**src/rtl/sent_rx_frame_apb_if.sv**
```systemverilog
// sent_rx_frame_apb_if: APB slave bus bundle for the SENT frame receiver.
interface sent_rx_frame_apb_if;
  logic [3:0] PADDR;
  logic [7:0] PWDATA;
  logic [7:0] PRDATA;
  logic       PWRITE;
  logic       PSELx;
  logic       PENABLE;
  logic       PREADY;
  modport master (output PADDR, PWDATA, PWRITE, PSELx, PENABLE, input PRDATA, PREADY);
  modport slave  (input PADDR, PWDATA, PWRITE, PSELx, PENABLE, output PRDATA, PREADY);
endinterface

```
**src/rtl/sent_rx_frame_apb.sv**
```systemverilog
// sent_rx_frame_apb: SENT frame assembler with CRC4 check, 4-deep frame FIFO and APB readout.
// Define SENT_RX_CRC_EN to enable CRC checking; otherwise every complete frame is stored.
module sent_rx_frame_apb (
  input  logic       PCLK,
  input  logic       PRESETn,
  input  logic       nibble_valid,
  input  logic [3:0] nibble_in,
  input  logic       sync_pulse,
  input  logic       pause_pulse,
  sent_rx_frame_apb_if.slave apb,
  output logic       frame_irq
);
`ifdef SENT_RX_CRC_EN
  localparam bit CRC_EN = 1'b1;
`else
  localparam bit CRC_EN = 1'b0;
`endif
  // J2716 CRC table, entry i at bits [4i+3:4i]
  localparam logic [63:0] TAB = 64'h582FB6C1493EA7D0;
  typedef enum logic [1:0] {IDLE, STAT, DATA, CRC} state_t;
  state_t      state;
  logic [3:0]  status, crc;
  logic [23:0] data;
  logic [2:0]  cnt;
  logic        push_q;
  logic [27:0] frame_q;
  logic [27:0] mem [4];
  logic [1:0]  wr_ptr, rd_ptr;
  logic [2:0]  level;
  logic        frame_err, crc_err, overflow;
  logic        rd_acc, wr_acc, empty, full, pop, push_ok, crc_ok, clr;
  logic        frame_err_set, crc_err_set, ovf_set;
  logic [3:0]  crc_tab;
  logic [27:0] head;
  logic [7:0]  status_reg;
  logic        unused;
  assign unused        = ^{pause_pulse, apb.PWDATA[4:0]};
  assign rd_acc        = apb.PSELx & apb.PENABLE & ~apb.PWRITE;
  assign wr_acc        = apb.PSELx & apb.PENABLE & apb.PWRITE;
  assign empty         = level == 3'd0;
  assign full          = level[2];
  assign pop           = rd_acc && apb.PADDR == 4'h4 && !empty;
  assign push_ok       = push_q && (!full || pop);
  assign crc_tab       = TAB[{crc, 2'b00} +: 4];
  assign crc_ok        = !CRC_EN || nibble_in == crc_tab;
  assign clr           = wr_acc && apb.PADDR == 4'h0;
  assign frame_err_set = sync_pulse && state != IDLE;
  assign crc_err_set   = !sync_pulse && nibble_valid && state == CRC && !crc_ok;
  assign ovf_set       = push_q && full && !pop;
  assign head          = empty ? 28'h0 : mem[rd_ptr];
  assign status_reg    = {frame_err, crc_err, overflow, full, empty, level};
  assign frame_irq     = !empty;
  assign apb.PREADY    = 1'b1;
  always_comb begin
    apb.PRDATA = !rd_acc ? 8'h00 :
                 apb.PADDR == 4'h0 ? status_reg :
                 apb.PADDR == 4'h1 ? {4'h0, head[27:24]} :
                 apb.PADDR == 4'h2 ? head[7:0] :
                 apb.PADDR == 4'h3 ? head[15:8] :
                 apb.PADDR == 4'h4 ? head[23:16] : 8'h00;
  end
  always_ff @(posedge PCLK or negedge PRESETn) begin
    if (!PRESETn) begin
      state   <= IDLE;
      status  <= 4'h0;
      data    <= 24'h0;
      crc     <= 4'h5;
      cnt     <= 3'd0;
      push_q  <= 1'b0;
      frame_q <= 28'h0;
    end else begin
      push_q <= 1'b0;
      if (sync_pulse) begin
        state <= STAT;
        cnt   <= 3'd0;
        crc   <= 4'h5;
      end else if (nibble_valid) begin
        case (state)
          STAT: begin
            status <= nibble_in;
            state  <= DATA;
          end
          DATA: begin
            data  <= {data[19:0], nibble_in};
            crc   <= nibble_in ^ crc_tab;
            cnt   <= cnt + 3'd1;
            state <= cnt == 3'd5 ? CRC : DATA;
          end
          CRC: begin
            state   <= IDLE;
            push_q  <= crc_ok;
            frame_q <= {status, data};
          end
          default: ;
        endcase
      end
    end
  end
  always_ff @(posedge PCLK or negedge PRESETn) begin
    if (!PRESETn) begin
      wr_ptr    <= 2'd0;
      rd_ptr    <= 2'd0;
      level     <= 3'd0;
      frame_err <= 1'b0;
      crc_err   <= 1'b0;
      overflow  <= 1'b0;
    end else begin
      wr_ptr    <= wr_ptr + {1'b0, push_ok};
      rd_ptr    <= rd_ptr + {1'b0, pop};
      level     <= level + {2'b0, push_ok} - {2'b0, pop};
      frame_err <= frame_err_set | (frame_err & ~(clr & apb.PWDATA[7]));
      crc_err   <= crc_err_set | (crc_err & ~(clr & apb.PWDATA[6]));
      overflow  <= ovf_set | (overflow & ~(clr & apb.PWDATA[5]));
    end
  end
  always_ff @(posedge PCLK) begin
    if (push_ok) mem[wr_ptr] <= frame_q;
  end
endmodule

```
**src/flat_wrapper.sv**
```systemverilog
// flat-port wrapper written by rule: the top's interface ports become plain ports
module sent_rx_frame_apb_flat 
  (PCLK, PRESETn, nibble_valid, nibble_in, sync_pulse, pause_pulse, frame_irq, apb_PADDR, apb_PWDATA, apb_PWRITE, apb_PSELx, apb_PENABLE, apb_PRDATA, apb_PREADY);
  sent_rx_frame_apb_if apb_i ();
  input  logic PCLK;
  input  logic PRESETn;
  input  logic nibble_valid;
  input  logic [3:0] nibble_in;
  input  logic sync_pulse;
  input  logic pause_pulse;
  output logic frame_irq;
  input wire logic [$bits(apb_i.PADDR)-1:0] apb_PADDR;
  input wire logic [$bits(apb_i.PWDATA)-1:0] apb_PWDATA;
  input wire logic [$bits(apb_i.PWRITE)-1:0] apb_PWRITE;
  input wire logic [$bits(apb_i.PSELx)-1:0] apb_PSELx;
  input wire logic [$bits(apb_i.PENABLE)-1:0] apb_PENABLE;
  output wire logic [$bits(apb_i.PRDATA)-1:0] apb_PRDATA;
  output wire logic [$bits(apb_i.PREADY)-1:0] apb_PREADY;
  assign apb_i.PADDR = apb_PADDR;
  assign apb_i.PWDATA = apb_PWDATA;
  assign apb_i.PWRITE = apb_PWRITE;
  assign apb_i.PSELx = apb_PSELx;
  assign apb_i.PENABLE = apb_PENABLE;
  assign apb_PRDATA = apb_i.PRDATA;
  assign apb_PREADY = apb_i.PREADY;
  sent_rx_frame_apb u_core (.PCLK(PCLK), .PRESETn(PRESETn), .nibble_valid(nibble_valid), .nibble_in(nibble_in), .sync_pulse(sync_pulse), .pause_pulse(pause_pulse), .apb(apb_i), .frame_irq(frame_irq));
endmodule
```
**config.mk**
```make
export PLATFORM = sky130hd
export DESIGN_NAME = sent_rx_frame_apb_flat
export DESIGN_NICKNAME = d
export VERILOG_FILES = /design/src/rtl/sent_rx_frame_apb_if.sv /design/src/rtl/sent_rx_frame_apb.sv /design/src/flat_wrapper.sv
export SDC_FILE = /design/constraint.sdc
export NUM_CORES = 1
export LEC_CHECK = 0
export CAP_MARGIN = 5
export CORE_UTILIZATION = 48
export DETAILED_ROUTE_END_ITERATION = 6
export GPL_TIMING_DRIVEN = 0
export PLACE_DENSITY = 0.69
export SYNTH_ARGS = -nofsm -noshare
export SYNTH_HDL_FRONTEND = slang
export SYNTH_SLANG_ARGS = --single-unit
```
**constraint.sdc**
```tcl
create_clock -name PCLK -period 4.4 [get_ports PCLK]
set_input_delay 0.66 -clock PCLK [delete_from_list [all_inputs] [get_ports PCLK]]
set_output_delay 0.66 -clock PCLK [all_outputs]
set_load 0.02 [all_outputs]
```
==> reports/qor.csv, run 1 <==
stage,metric,value,unit
run_status,status,"finished, violations left",
run_status,failed_checks,DRC,
synthesis,synthCells,398,
placed_design,hpwl,8.90,mm
global_route,grt_pass1_wl,20.8,mm
synthesis,synth-seq-cells,184,
synthesis,synth_top_cell_by_area,edfxtp_1,
pwr,vdd_drop_max,0.305,mV
detailed_routing,wl_per_cell,20.1,µm
synthesis,synth_seq_area_share,0.713,
timing,finalSetupViolCount,0,
worst_setup_path,critPathRequiredTime,3.74,ns
worst_setup_path,crit_arrival,3.42,ns
final_layout,finalNonFillerCells,646,
timing,hold_viol,0,
placed_design,dp.cells,614,
pwr,p_leak,3.11,nW
pwr,cellPowerDensity,478,mW/mm²
clock_network,cts_buffer_depth,2,
clock_network,cts-buffers-inserted,17,
clock_network,cts_hold_buf,0,
timing,finalCriticalPeriod,4.08,ns
synthesis,synth_nets,427,
clock_network,cts-root-buf,clkbuf_16,
worst_setup_path,reg2regPathDepth,9,
die,start_util,0.495,
worst_setup_path,endpoint_kind,output port,
die,die_h,125,µm
worst_setup_path,critical_path_class,in2out,
global_route,grt_max_degree,73,
worst_setup_path,timing.rr.end,u_core.level[2],
synthesis,synth_top_area_frac,0.464,
final_layout,n_fill_cell,1116,
timing,max_slew_margin,0.351,
flow_run,max_cap_viol_count,0,
clock_network,htreeDepth,4,
timing,clock-skew-final,0.00654,ns
global_route,grt_pass1_vias,3726,
synthesis,syn-cell-area,0.00725,mm²
final_layout,fin_util,0.573,
worst_setup_path,start_kind,primary input,
timing,period_share,0.927,
clock_network,clock_latency,0.43,ns
synthesis,synth.avg_cell_area,18.2,µm²
clock_network,postCtsSetupBuffers,0,
clock_network,cts.clk_slew.worst_paths,0.06,ns
final_layout,num_antenna_cells,0,
die,core,0.0146,mm²
global_route,grt_util_all_layers,0.185,
synthesis,ys_warn_count,0,
detailed_routing,post-route-drc-count,12,
detailed_routing,drtAntennaViolNets,0,
detailed_routing,vias,3588,
final_layout,drive_gt1_frac,0.316,
final_layout,regMostFlops,u_core.mem,
final_layout,nNetsFinal,478,
synthesis,synth_flop_cell,edfxtp_1,
timing,finalMaxSlewViolations,0,
clock_network,ctsResizeCount,0,
timing,grt_setup_unrepaired,false,
timing,fmax,245,MHz
detailed_routing,drtIter0Drc,377,
final_layout,syn2layout_area_growth,15.8,%
final_layout,largest_reg_flops,112,
clock_network,cts_tree,built,
detailed_routing,route.detailed.vias_per_inst,5.55,
timing,worstMarginPinSlew,0.969,ns
worst_setup_path,cp_max_fo,8,
detailed_routing,totalWireLength,13.0,mm
timing,layout_setup_ws,0.320,ns
synthesis,ys_top_cells_by_area,"edfxtp_1 (46%), dfrtp_1 (25%), mux2_2 (8.7%), mux4_2 (8.7%), o21ai_0 (1.2%)",
global_route,antenna_found_initial,0,
placed_design,gp_congestion,0.758,
final_layout,reg.largest.list,"u_core.mem (112), u_core.frame_q (28), u_core.data (24)",
detailed_routing,first_pass_iters,7,
synthesis,ys_types,39,
synthesis,synthArstFlopShare,0.391,
global_route,grt-ovfl-total,0,
timing,holdWs,0.361,ns
clock_network,clock_sinks,184,
synthesis,synth_edf_count,112,
die,ioPinCount,34,
worst_setup_path,r2r-start,u_core.level[0],
placed_design,port_buffers,24,
worst_setup_path,worst-r2r-setup-slack,2.03,ns
die,placementRows,44,
hold_path,hp-class,in2async,
die,fp.dieArea,0.0156,mm²
placed_design,dp_worst_setup_slack,0.336,ns
die,die_x,125,µm
==> layout make-up <==
| class | instances | area [µm²] | share of cell area |
|---|---|---|---|
| timing repair buffer | 32 | 328 | 0.0391 |
| multi-input combinational | 189 | 1960 | 0.234 |
| clock inverter | 11 | 86.3 | 0.0103 |
| inverter | 7 | 26.3 | 0.00313 |
| clock buffer | 21 | 483 | 0.0576 |
| buffer | 18 | 109 | 0.0130 |
| sequential | 184 | 5160 | 0.616 |
| tap | 184 | 230 | 0.0274 |
==> metal layers <==
metal	GRT usage	share of wire
met3	0.0674	0.053
met1	0.235	0.44
met4	0.0524	0.011
met5	0	0
met2	0.300	0.49
==> synth_stat cells, types with 2 or more instances <==
| cell type | count |
|---|---|
| xor2_1 | 4 |
| mux4_2 | 28 |
| nand2b_1 | 4 |
| nor4_1 | 2 |
| and3b_1 | 2 |
| dfrtp_1 | 72 |
| inv_1 | 7 |
| nor2b_1 | 4 |
| edfxtp_1 | 112 |
| nand2_1 | 18 |
| a22oi_1 | 8 |
| nor4b_1 | 2 |
| mux2_2 | 56 |
| nor3b_1 | 3 |
| buf_6 | 2 |
| clkbuf_1 | 5 |
| nor2_1 | 7 |
| ha_1 | 4 |
| and3_1 | 5 |
| o21ai_0 | 18 |
| nor3_1 | 4 |
| xnor2_1 | 5 |
| buf_2 | 6 |
| buf_4 | 5 |
==> cell usage in the layout (no fill, tap or decap), types with 5 or more instances in the layout <==
master	netlist	routed
o21ai_0	18	18
mux2_2	56	56
buf_6	2	10
inv_1	7	7
buf_2	6	6
mux4_2	28	28
xnor2_1	5	5
edfxtp_1	112	112
clkdlybuf4s50_1	0	23
nor2_1	7	7
buf_4	5	6
clkbuf_1	5	5
dfrtp_1	72	72
nand2_1	18	18
clkbuf_16	0	18
a22oi_1	8	8
==> worst max-delay path, stage by stage <==
cell and delay, ns:
clkdlybuf4s50_1 0.54, nor4b_1 0.83, a22oi_1 0.27, and3_1 0.26
o21ai_0 0.20, clkdlybuf4s50_1 0.65
==> worst max path at each step <==
stage | start | endpoint | slack, ns | depth (start not counted)
4_1_cts | apb_PADDR[3] | apb_PRDATA[1] | 0.33 | 6
3_3_place_gp | apb_PADDR[3] | u_core.mem[1][18] | -1.92 | 5
2_1_floorplan | apb_PADDR[1] | u_core.mem[1][0] | 0.33 | 5
3_5_place_dp | apb_PADDR[3] | apb_PRDATA[1] | 0.34 | 6
6_report | apb_PADDR[3] | apb_PRDATA[1] | 0.32 | 6
5_1_grt | apb_PADDR[3] | apb_PRDATA[0] | 0.15 | 6
==> logic make-up (layout without fill, tap and decap cells) <==
group	after synthesis	in the layout	synth area share
simple gates	59	59	0.0465
mux	84	84	0.174
xor+xnor	9	9	0.0109
fa+ha+maj	5	5	0.00967
buf+inv	25	89	0.0187
other cells	1	1	0.000518
compound gates	31	31	0.0269
flops	184	184	0.713
==> power breakdown <==
group / internal [W] / total, W / switching (W)
clock network: 0.000797 / 0.00143 / 0.000629
registers: 0.00198 / 0.00210 / 0.000122
logic: 0.000273 / 0.000478 / 0.000205
total: 0.00305 / 0.00401 / 0.000956
==> per-stage QoR <==
stage / power [W] / instance area (µm²) / setup TNS, ns
after floorplan: 0.00245 / 7250 / 0
after global placement: 0.00259 / 7720 / -150.92
after detailed placement: 0.00262 / 7820 / 0
after CTS: 0.00405 / 8390 / 0
after global routing: 0.00418 / 8390 / 0
final: 0.00401 / 8390 / 0
No activity file was read; power rests on OpenSTA's default activity.
==> run 2, diff against run 1 <==
Settings changed: SLEW_MARGIN set to 20.
==> run 2 against run 1 <==
Effect of this change:
- the flow still finishes with violations (DRC)
- global-route usage rose by 0.43 points
- via count rose by 1.8%
- register-to-register slack barely moved
- combinational power rose by 0.8%
- setup slack got worse by 0.077 ns
- critical path type unchanged
- highest routed layer unchanged
==> reports/qor.csv, run 2 (synthesis gave the netlist of run 1 again) <==
stage,metric,value,unit,change
run_status,status,"finished, violations left",,
run_status,failed_checks,DRC,,
global_route,grt_util_all_layers,0.189,,+0.00431
global_route,grt_max_degree,44,,-40%
final_layout,drive_gt1_frac,0.316,,about the same
timing,holdWs,0.176,ns,-0.185 ns
final_layout,reg.largest.list,"u_core.mem (112), u_core.frame_q (28), u_core.data (24)",,
die,die_x,125,µm,unchanged
clock_network,htreeDepth,4,,unchanged
clock_network,ctsResizeCount,0,,unchanged
final_layout,nNetsFinal,481,,+0.63%
timing,max_slew_margin,0.313,,-0.0376
detailed_routing,drtAntennaViolNets,0,,unchanged
final_layout,syn2layout_area_growth,17.5,%,
global_route,grt_pass1_vias,3766,,+1.1%
worst_setup_path,critical_path_class,in2out,,
final_layout,final_cell_mix,"edfxtp_1 (112), dfrtp_1 (72), mux2_2 (56)",,
timing,finalCriticalPeriod,4.16,ns,+0.0767 ns
worst_setup_path,critPathRequiredTime,3.74,ns,about the same
worst_setup_path,cp_max_fo,10,,+2
flow_run,max_cap_viol_count,0,,unchanged
global_route,grt-ovfl-total,0,,unchanged
placed_design,port_buffers,24,,unchanged
pwr,p_int,0.00324,W,+6.2%
hold_path,hp-class,in2async,,
pwr,swShare,0.227,,-0.0121
detailed_routing,first_pass_iters,6,,-1
die,placementRows,44,,unchanged
placed_design,gp_congestion,0.758,,unchanged
clock_network,cts_tree,built,,
pwr,p_switching,0.000949,W,-0.72%
detailed_routing,wl_per_cell,20.4,µm,+1.4%
worst_setup_path,crit_arrival,3.50,ns,+0.08 ns
worst_setup_path,start_kind,primary input,,
placed_design,hpwl,9.24,mm,+3.8%
pwr,seq_power_share,0.503,,-0.022
die,core,0.0146,mm²,unchanged
timing,hold_viol,0,,unchanged
die,die_h,125,µm,unchanged
detailed_routing,route.detailed.vias_per_inst,5.63,,+1.4%
pwr,cellPowerDensity,492,mW/mm²,+3.0%
timing,fmax,241,MHz,-1.8%
placed_design,placed_area,0.00786,mm²,+0.56%
timing,clock-skew-final,0.00915,ns,+0.00261 ns
final_layout,mostFrequentLayoutCell,edfxtp_1,,
final_layout,fin_util,0.582,,+0.00872
die,start_util,0.495,,unchanged
pwr,combPwrFrac,0.115,,-0.004
clock_network,cts-buffers-inserted,17,,unchanged
final_layout,num_antenna_cells,0,,unchanged
pwr,vdd_drop_max,0.282,mV,-7.7%
final_layout,final_area,0.00852,mm²,+1.5%
clock_network,cts_hold_buf,0,,unchanged
pwr,p_leak,3.17,nW,+2.0%
clock_network,cts_buffer_depth,2,,unchanged
die,ioPinCount,34,,unchanged
final_layout,largest_reg_flops,112,,unchanged
final_layout,regMostFlops,u_core.mem,,
clock_network,clock_sinks,184,,unchanged
timing,period_share,0.945,,+0.0174
timing,worstMarginPinSlew,1.02,ns,+0.0463 ns
global_route,grt_pass1_wl,21.4,mm,+2.8%
worst_setup_path,endpoint_kind,output port,,
global_route,antenna_found_initial,0,,unchanged
die,fp.dieArea,0.0156,mm²,unchanged
placed_design,dp.cells,617,,+0.49%
clock_network,cts-root-buf,clkbuf_16,,
detailed_routing,totalWireLength,13.2,mm,+1.8%
timing,grt_setup_unrepaired,false,,
clock_network,cts.clk_slew.worst_paths,0.06,ns,about the same
detailed_routing,drtIter0Drc,360,,-4.5%
clock_network,clock_latency,0.43,ns,about the same
detailed_routing,vias,3654,,+1.8%
timing,finalSetupViolCount,0,,unchanged
pwr,clkPwrFrac,0.382,,+0.026
clock_network,postCtsSetupBuffers,0,,unchanged
timing,finalMaxSlewViolations,0,,unchanged
final_layout,finalNonFillerCells,649,,+0.46%
detailed_routing,post-route-drc-count,10,,-2
[run 2: changes by cell type in the layout (fill, tap and decap cells not counted), sizes merged]
cell      delta
buf          +3
clkbuf       +6
bufinv       +1
clkinv       -4
inv          -2
clkinvlp     -1
[run 2: worst paths after layout]
path / slack [ns] / endpoint / cells past startpoint / start
max in group asynchronous: 3.66 / u_core.frame_q[14] / 2 / PRESETn
max reg2reg: 2.03 / u_core.level[2] / 9 / u_core.level[0]
min reg2reg: 0.50 / u_core.frame_q[23] / 1 / u_core.data[23]
min in group PCLK: 0.50 / u_core.frame_q[23] / 1 / u_core.data[23]
min: 0.18 / u_core.status[0] / 1 / PRESETn
max: 0.24 / apb_PRDATA[1] / 7 / apb_PADDR[0]
[run 2: routing by layer]
metal	wire (µm)	part of all wire	vias up	global-route usage
met4	167	0.013	0	0.0617
met2	6630	0.50	88	0.315
met1	5730	0.43	1909	0.242
li1	-	-	1643	-
met3	682	0.052	14	0.0528
met5	0	0	-	0
[run 2: layout make-up]
cell class / instances / area [µm²]
fillers: 1079 / 6130
flip-flops and latches: 184 / 5160
multi-input cells: 189 / 1960
clock buffers: 27 / 588
repair buffers: 35 / 372
well taps: 184 / 230
plain buffers: 18 / 109
clock inverters: 5 / 65.1
inverters: 7 / 26.3
[run 2: per-stage QoR]
| step | TNS (ns) | worst slack, ns | total power, W |
|---|---|---|---|
| after floorplan | 0 | 0.326 | 0.00245 |
| after global placement | -150.92 | -1.92 | 0.00259 |
| after detailed placement | 0 | 0.376 | 0.00263 |
| after CTS | 0 | 0.240 | 0.00422 |
| after global routing | 0 | 0.0977 | 0.00436 |
| final | 0 | 0.243 | 0.00419 |
[run 2: power by group through the flow]
stage,logic [W],clock network [W],registers [W]
2_1_floorplan,0.000367,0,0.00209
3_3_place_gp,0.000473,0,0.00212
3_5_place_dp,0.000492,0,0.00214
4_1_cts,0.000495,0.00163,0.00210
5_1_grt,0.000530,0.00171,0.00212
6_report,0.000482,0.00160,0.00211
[run 2: critical path: stages]
cell and delay (ns):
clkdlybuf4s50_1 0.47, clkbuf_1 0.24, nor4b_1 0.88, nand2_1 0.15
and3_1 0.27, o21ai_0 0.19, clkdlybuf4s50_1 0.64
==> run 3, diff against run 2 <==
Settings changed: CAP_MARGIN 5 to 20.
==> run 3 against run 2 <==
Effect of this change:
- the flow still finishes with violations (DRC)
- sequential cell count unchanged
- combinational power is essentially flat
- design area is 1.2% lower
- clock power decreased by 13%
- critical path type unchanged
- critical endpoint is now apb_PRDATA[0]
- largest cell class unchanged
==> reports/qor.csv, run 3 (synthesis gave the netlist of run 1 again) <==
stage,metric,value,unit,change
timing,grt_setup_unrepaired,false,,
worst_setup_path,critical_path_class,in2out,,
pwr,cellPowerDensity,474,mW/mm²,-3.7%
clock_network,cts_tree,built,,
worst_setup_path,start_kind,primary input,,
timing,fmax,243,MHz,+1.0%
detailed_routing,drtAntennaViolNets,0,,unchanged
clock_network,ctsResizeCount,0,,unchanged
die,start_util,0.495,,unchanged
clock_network,cts.clk_slew.worst_paths,0.06,ns,about the same
timing,finalCriticalPeriod,4.12,ns,-0.0416 ns
worst_setup_path,slowest_delay,0.86,ns,-0.02 ns
timing,clock-skew-final,0.0109,ns,+0.00174 ns
die,ioPinCount,34,,unchanged
clock_network,cts_buffer_depth,2,,unchanged
timing,layout_setup_ws,0.285,ns,+0.0416 ns
clock_network,postCtsSetupBuffers,0,,unchanged
final_layout,mostFrequentLayoutCell,edfxtp_1,,
detailed_routing,totalWireLength,12.9,mm,-2.0%
die,core,0.0146,mm²,unchanged
global_route,antenna_found_initial,0,,unchanged
die,die_h,125,µm,unchanged
worst_setup_path,cp_slowest_cell,nor4b_1,,
worst_setup_path,critPathRequiredTime,3.74,ns,about the same
worst_setup_path,crit_arrival,3.46,ns,-0.04 ns
placed_design,dp_worst_setup_slack,0.371,ns,-0.00514 ns
worst_setup_path,cp_max_fo,8,,-2
timing,worstMarginPinSlew,0.918,ns,-0.0980 ns
pwr,vdd_drop_max,0.300,mV,+6.5%
detailed_routing,route.detailed.vias_per_inst,5.58,,-0.88%
timing,period_share,0.935,,-0.00946
final_layout,regMostFlops,u_core.mem,,
clock_network,cts_hold_buf,0,,unchanged
global_route,grt_pass1_wl,20.8,mm,-3.0%
clock_network,clock_latency,0.43,ns,about the same
worst_setup_path,critPathBufInv,2,,-1
global_route,grt_max_degree,44,,unchanged
worst_setup_path,path_cells,clkdlybuf4s50_1 > nor4b_1 > a22oi_1 > and3_1 > o21ai_0 > clkdlybuf4s50_1,,
pwr,p_total,0.00399,W,-4.8%
final_layout,reg.largest.list,"u_core.mem (112), u_core.frame_q (28), u_core.data (24)",,
detailed_routing,post-route-drc-count,10,,unchanged
worst_setup_path,endpoint_kind,output port,,
final_layout,syn2layout_area_growth,16.2,%,
final_layout,final_cell_mix,"edfxtp_1 (112), dfrtp_1 (72), mux2_2 (56)",,
die,fp.dieArea,0.0156,mm²,unchanged
placed_design,hpwl,9.26,mm,+0.28%
worst_setup_path,startpoint,apb_PADDR[3],,
detailed_routing,first_pass_iters,6,,unchanged
detailed_routing,wl_per_cell,19.9,µm,-2.0%
timing,max_slew_margin,0.380,,+0.0663
global_route,grt-ovfl-total,0,,unchanged
run_status,failed_checks,DRC,,
worst_setup_path,r2r-start,u_core.level[2],,
final_layout,final_area,0.00842,mm²,-1.2%
clock_network,cts-root-buf,clkbuf_16,,
timing,finalMaxSlewViolations,0,,unchanged
die,placementRows,44,,unchanged
placed_design,port_buffers,24,,unchanged
worst_setup_path,cpMostUsedCell,clkdlybuf4s50_1,,
run_status,status,"finished, violations left",,
worst_setup_path,critPathTopFamily,buffers and inverters,,
final_layout,num_antenna_cells,0,,unchanged
flow_run,max_cap_viol_count,0,,unchanged
timing,finalSetupViolCount,0,,unchanged
final_layout,largest_reg_flops,112,,unchanged
final_layout,nNetsFinal,481,,unchanged
placed_design,gp_congestion,0.758,,unchanged
detailed_routing,drtIter0Drc,336,,-6.7%
global_route,grt_util_all_layers,0.184,,-0.00561
hold_path,hp-class,in2async,,
final_layout,n_fill_cell,1123,,+4.1%
placed_design,placed_area,0.00786,mm²,unchanged
timing,hold_viol,0,,unchanged
global_route,grt_pass1_vias,3719,,-1.2%
clock_network,clock_sinks,184,,unchanged
clock_network,htreeDepth,4,,unchanged
detailed_routing,vias,3622,,-0.88%
timing,tns,0,ns,unchanged
die,die_x,125,µm,unchanged
clock_network,cts-buffers-inserted,17,,unchanged
pwr,p_leak,3.13,nW,-1.5%
final_layout,drive_gt1_frac,0.314,,-0.00215
run 3: cell count changes in the layout (fill, tap and decap cells not counted), moves of 2 or more:
cell,delta
clkbuf_8,-2
clkinv_2,+2
inv_4,+2
clkbuf_16,-3
run 3: through the flow:
step	utilization	hold slack (ns)	cells
after floorplan	-	0.364	398
after global placement	0.527	0.478	606
after detailed placement	0.537	0.487	617
after CTS	0.575	0.175	649
after global routing	0.575	0.187	649
final	0.575	0.169	649
run 3: path summary, 6_finish.rpt:
| path | to | cells after the start | slack (ns) |
|---|---|---|---|
| worst max-delay path | apb_PRDATA[0] | 6 | 0.28 |
| worst min-delay path | u_core.status[0] | 1 | 0.17 |
| worst max register to register | u_core.level[2] | 9 | 2.03 |
| worst min register to register | u_core.overflow | 1 | 0.50 |
| max in group asynchronous | u_core.data[13] | 2 | 3.66 |
| min in group PCLK | u_core.overflow | 1 | 0.50 |
run 3: area by class of cell:
| class | instances | area [µm²] | area share |
|---|---|---|---|
| Buffer | 18 | 109 | 0.0129 |
| Clock buffer | 23 | 489 | 0.0581 |
| Clock inverter | 9 | 65.1 | 0.00773 |
| Inverter | 7 | 26.3 | 0.00312 |
| Multi-Input combinational cell | 189 | 1960 | 0.233 |
| Sequential cell | 184 | 5160 | 0.614 |
| Tap cell | 184 | 230 | 0.0273 |
| Timing Repair Buffer | 35 | 372 | 0.0441 |
run 3: report_power, final:
group / leakage (nW) / switching, W / internal, W / total (W)
registers: 1.93 / 0.000121 / 0.00198 / 0.00210
clock network: 0.274 / 0.000616 / 0.000789 / 0.00140
logic: 0.924 / 0.000205 / 0.000275 / 0.000480
run 3: worst register-to-register path: stages, from the launching register on:
cell     delay, ns
dfrtp_1       0.43
nor3_1        0.46
or3_1         0.21
buf_6         0.14
xnor2_1       0.12
ha_1          0.17
inv_1         0.05
fa_1          0.40
xnor2_1       0.19
xnor2_1       0.13
run 3: metal layers:
metal | wire length [µm] | global-route usage
met2 | 6460 | 0.303
met1 | 5670 | 0.235
met4 | 172 | 0.0653
met3 | 637 | 0.0503
met5 | 0 | 0
